--- config.mk ---
export PLATFORM = sky130hd
export DESIGN_NAME = channel_hop_controller
export DESIGN_NICKNAME = d
export VERILOG_FILES = /design/src/rtl/channel_hop_controller.sv
export SDC_FILE = /design/constraint.sdc
export NUM_CORES = 1
export LEC_CHECK = 0
export ABC_CLOCK_PERIOD_IN_PS = 2100
export CAP_MARGIN = 20
export CORE_ASPECT_RATIO = 1.5
export CORE_UTILIZATION = 50
export CTS_BUF_LIST = sky130_fd_sc_hd__clkbuf_16
export DETAILED_ROUTE_END_ITERATION = 10
export PLACE_DENSITY = 0.86
export SLEW_MARGIN = 0
export SYNTH_ARGS = -nofsm -noshare
export SYNTH_HDL_FRONTEND = slang
export SYNTH_SLANG_ARGS = --single-unit
--- constraint.sdc ---
create_clock -name clk -period 2.1 [get_ports clk]
set_input_delay 0.42 -clock clk [delete_from_list [all_inputs] [get_ports clk]]
set_output_delay 0.42 -clock clk [all_outputs]
set_load 0.01 [all_outputs]
--- src/rtl/channel_hop_controller.sv ---
// Hop decision FSM: filters the analyzer's channel recommendation, enforces dwell time,
// and runs the req/ack retune handshake with the radio front end.
module channel_hop_controller #(
    parameter int MIN_DWELL   = 16,
    parameter int STABLE_CNT  = 4,
    parameter int ACK_TIMEOUT = 32
) (
    input  logic       clk,
    input  logic       reset,
    input  logic [1:0] rec_channel,
    input  logic       rec_valid,
    input  logic       hop_enable,
    input  logic       hop_ack,
    output logic       hop_req,
    output logic [1:0] hop_channel,
    output logic [1:0] active_channel,
    output logic [7:0] hop_count,
    output logic       hop_fail,
    output logic       busy
);
    localparam int DW = $clog2(MIN_DWELL + 1);
    localparam int SW = $clog2(STABLE_CNT + 1);
    localparam int TW = $clog2(ACK_TIMEOUT + 1);
    localparam logic [DW-1:0] DWELL_MAX  = DW'(MIN_DWELL);
    localparam logic [SW-1:0] STABLE_MAX = SW'(STABLE_CNT);
    localparam logic [TW-1:0] TIMER_LAST = TW'(ACK_TIMEOUT - 1);

    typedef enum logic {MONITOR, REQUEST} state_t;

    state_t        state;
    logic [DW-1:0] dwell_cnt;
    logic [SW-1:0] stable_cnt;
    logic [1:0]    candidate;
    logic [TW-1:0] req_timer;

    always_ff @(posedge clk) begin
        if (reset) begin
            state          <= MONITOR;
            hop_req        <= 1'b0;
            hop_channel    <= '0;
            active_channel <= '0;
            hop_count      <= '0;
            hop_fail       <= 1'b0;
            busy           <= 1'b0;
            dwell_cnt      <= '0;
            stable_cnt     <= '0;
            candidate      <= '0;
            req_timer      <= '0;
        end else begin
            hop_fail <= 1'b0;
            case (state)
                MONITOR: begin
                    if (dwell_cnt != DWELL_MAX)
                        dwell_cnt <= dwell_cnt + 1'b1;

                    // A recommendation must repeat back-to-back to become hop-eligible
                    if (rec_valid) begin
                        if (rec_channel == active_channel)
                            stable_cnt <= '0;
                        else if (rec_channel == candidate) begin
                            if (stable_cnt != STABLE_MAX)
                                stable_cnt <= stable_cnt + 1'b1;
                        end else begin
                            candidate  <= rec_channel;
                            stable_cnt <= SW'(1);
                        end
                    end

                    if (hop_enable && dwell_cnt == DWELL_MAX && stable_cnt == STABLE_MAX) begin
                        state       <= REQUEST;
                        hop_req     <= 1'b1;
                        busy        <= 1'b1;
                        hop_channel <= candidate;
                        req_timer   <= '0;
                    end
                end

                REQUEST: begin
                    // Ack takes priority over a timeout landing on the same edge
                    if (hop_ack) begin
                        active_channel <= hop_channel;
                        if (hop_count != 8'hFF)
                            hop_count <= hop_count + 8'd1;
                        hop_req    <= 1'b0;
                        busy       <= 1'b0;
                        dwell_cnt  <= '0;
                        stable_cnt <= '0;
                        state      <= MONITOR;
                    end else if (req_timer == TIMER_LAST) begin
                        hop_fail   <= 1'b1;
                        hop_req    <= 1'b0;
                        busy       <= 1'b0;
                        dwell_cnt  <= '0;
                        stable_cnt <= '0;
                        state      <= MONITOR;
                    end else begin
                        req_timer <= req_timer + 1'b1;
                    end
                end

                default: state <= MONITOR;
            endcase
        end
    end
endmodule

==> impl_metrics.ini <==
[status]
status = complete, no violations

[global_routing]
grt_pass1_vias = 1476
grt-ovfl-total = 0
grtUsageTotal_pct = 23.3
antenna_found_initial = 0
grt_pass1_wl_um = 6250
grt_max_degree = 15

[power]
internal_power_mw = 1.06
power_density_nw_per_um2 = 655
clockPowerShare_pct = 48.2
peakVddDrop_mv = 0.628
leakage_nw = 0.798
sw_frac_of_total_pct = 21.3
p_sw_mw = 0.288
power_frac_comb_pct = 6.9
seq_power_share_pct = 45.0

[final_layout]
mostFrequentLayoutCells = dfxtp_1, clkdlybuf4s50_1, a21oi_1, nand2_1, nor2_1
diodes = 0
drive_gt1_share_pct = 10.5
layout.cells.most_common = dfxtp_1
nets = 234
syn2layout_area_growth_pct = 28.1
fillers = 220

[critical_path]
cp_max_fo = 6
max_stage_delay_ns = 0.51
cp.arrival_ns = 2.05
criticalPathCategory = flop to flop
path_cells = ha_1 > nand3_1 > o31ai_2 > o21ai_0 > a221oi_1
cp_num_buf_inv = 0
reg2reg_from = req_timer[0]
slowest_stage = o31ai_2
cp-startpoint = req_timer[0]
crit_family = compound AO/OA/AOI/OAI gates
cp-start-kind = flop
end_kind = flop
critPathRequiredTime_ns = 2.28

[timing]
period_minus_slack_ns = 1.88
worst_slew_pin_slew_ns = 0.489
hold_ws_ns = 0.470
finalClockSkew_ns = 0.00357
hold_viol = 0
fmax_mhz = 533
tns_ns = 0
drv_slew = 0
rsz0062_at_grt = no
slew_headroom_pct = 67.4
setup_viol = 0
fin_crit_sh_pct = 89.4

[drt]
drc = 0
drt_pass1_iterations = 4
postRouteAntennaNets = 0
drt-total-wl_um = 3670
vias_per_cell = 5.78
num_vias = 1497
wire_per_inst_um = 14.2
drt_iter0_drc = 49

[synthesis]
yosysTopAreaCellShare_pct = 38.5
synth_nets = 201
synth_seq_cells = 31
synthArstFlopShare_pct = 0
yosys.area.top_type = dfxtp_1
synth_area_um2 = 1610
muxShareOfSynthArea_pct = 4.34
ys.flop_type = dfxtp_1
synth_edf_count = 0
yosysWarnings = 0
yosys.area_share.adder_pct = 4.65
synth_area_per_cell_um2 = 8.58
synth-xor-area-share_pct = 3.80
synth_compound_area_share_pct = 19.8
synth_top_family_by_area = simple AND/OR/NAND/NOR gates
synth_area_leaders = dfxtp_1, a21oi_1, ha_1
yosysUniqueCellTypes = 48
seq_area_frac_synth_pct = 38.5
synth_cells = 188
synth-simple-area-share_pct = 24.6

[floorplanning]
core_region_area_um2 = 2970
die-area_um2 = 3460
die-height_um = 71.6
rows = 24
pin_count = 22
start_util_pct = 54.3
fp.dieW_um = 48.4

[clock_network]
clk_path_buf_depth = 2
cts_tree = built
htreeDepth = 2
ctsHoldBuffers = 0
cts_buffers = 5
cts-root-buf = clkbuf_16
path_clk_slew_ns = 0.05
clock-sinks = 31
post_cts_buffers = 0
post_cts_resized = 0
clk_latency_ns = 0.27

[place]
port_buffers = 21
place_congestion = 0.760
detailed_place_hpwl_um = 2600

[hold_path]
hold_class = flop to flop
holdCritStartpoint = busy

[run]
maxCapViolCount = 0
-- routing by layer --
| layer | GRT usage (%) | wire length, um | vias to the layer above |
|---|---|---|---|
| met2 | 44.0 | 1960 | 29 |
| met5 | 0 | 0 | - |
| met3 | 6.37 | 111 | 8 |
| li1 | - | - | 748 |
| met1 | 22.4 | 1520 | 712 |
| met4 | 13.1 | 85 | 0 |
-- tightest hold or removal path, delay by kind of cell (launching register included) --
family,cells,cell delay [ns]
AO/OA/AOI/OAI,1,0.05
flip-flops,1,0.31
buffers and inverters,1,0.05
-- kinds of logic (layout without fill, tap and decap cells) --
| logic type | after synthesis | in the layout |
|---|---|---|
| AOI/OAI and AO/OA | 45 | 45 |
| xor gates and xnor gates | 7 | 7 |
| adders and majority gates | 6 | 6 |
| buffers and inverters | 17 | 49 |
| DFF | 31 | 31 |
| muxes | 7 | 7 |
| and+or+nand+nor | 75 | 75 |
-- power groups by stage --
| stage | logic [mW] | clock network [mW] | registers [mW] |
|---|---|---|---|
| finish | 0.0929 | 0.651 | 0.608 |
| global route | 0.103 | 0.696 | 0.609 |
| CTS | 0.0930 | 0.669 | 0.608 |
| detailed placement | 0.0927 | 0 | 0.620 |
| global placement | 0.0896 | 0 | 0.619 |
| floorplan | 0.0565 | 0 | 0.617 |
-- synthesized netlist by cell type, types with 2 or more instances --
| master | n |
|---|---|
| or4_1 | 4 |
| and2_1 | 2 |
| o211ai_1 | 3 |
| o31ai_1 | 2 |
| nor3_1 | 3 |
| xnor2_1 | 2 |
| ha_1 | 6 |
| a211oi_1 | 3 |
| dfxtp_1 | 31 |
| a21oi_1 | 16 |
| nand4_1 | 2 |
| and3_1 | 4 |
| o2111ai_1 | 2 |
| nand3_1 | 14 |
| inv_1 | 7 |
| buf_2 | 2 |
| mux2i_1 | 7 |
| nand2_1 | 15 |
| clkbuf_1 | 6 |
| nor2b_1 | 2 |
| nor2_1 | 15 |
| nand2b_1 | 5 |
| xor2_1 | 5 |
| o21ai_0 | 6 |
-- registers in the layout (all words and copies together), names as in the netlist, 2 cells and up --
signal          flops
req_timer           6
stable_cnt          3
hop_channel         2
candidate           2
dwell_cnt           5
active_channel      2
hop_count           8
-- area by class of cell --
type	instances	area (um2)	share of cell area [%]
multi-input combinational	140	922	44.6
sequential	31	621	30.0
timing repair buffer	35	315	15.3
clock buffer	5	125	6.06
tap	39	48.8	2.36
inverter	8	30.0	1.45
clock inverter	1	3.75	0.182
-- worst paths after layout --
| kind | to | slack, ns | cells after the start |
|---|---|---|---|
| worst max-delay path | stable_cnt[0] | 0.22 | 5 |
| worst max register to register | stable_cnt[0] | 0.22 | 5 |
| worst min-delay path | busy | 0.47 | 2 |
| worst min register to register | busy | 0.47 | 2 |
-- per-stage QoR --
stage / setup slack (ns) / area (um2) / power [mW] / utilization [%] / cells
floorplan: 0.478 / 1610 / 0.674 / - / 188
global placement: 0.0129 / 1940 / 0.709 / 65.2 / 253
detailed placement: -0.0144 / 1940 / 0.712 / 65.2 / 253
CTS: 0.199 / 2070 / 1.37 / 69.5 / 259
global route: 0.0883 / 2070 / 1.41 / 69.5 / 259
finish: 0.223 / 2070 / 1.35 / 69.5 / 259
Power figures use the tool's default switching activity.
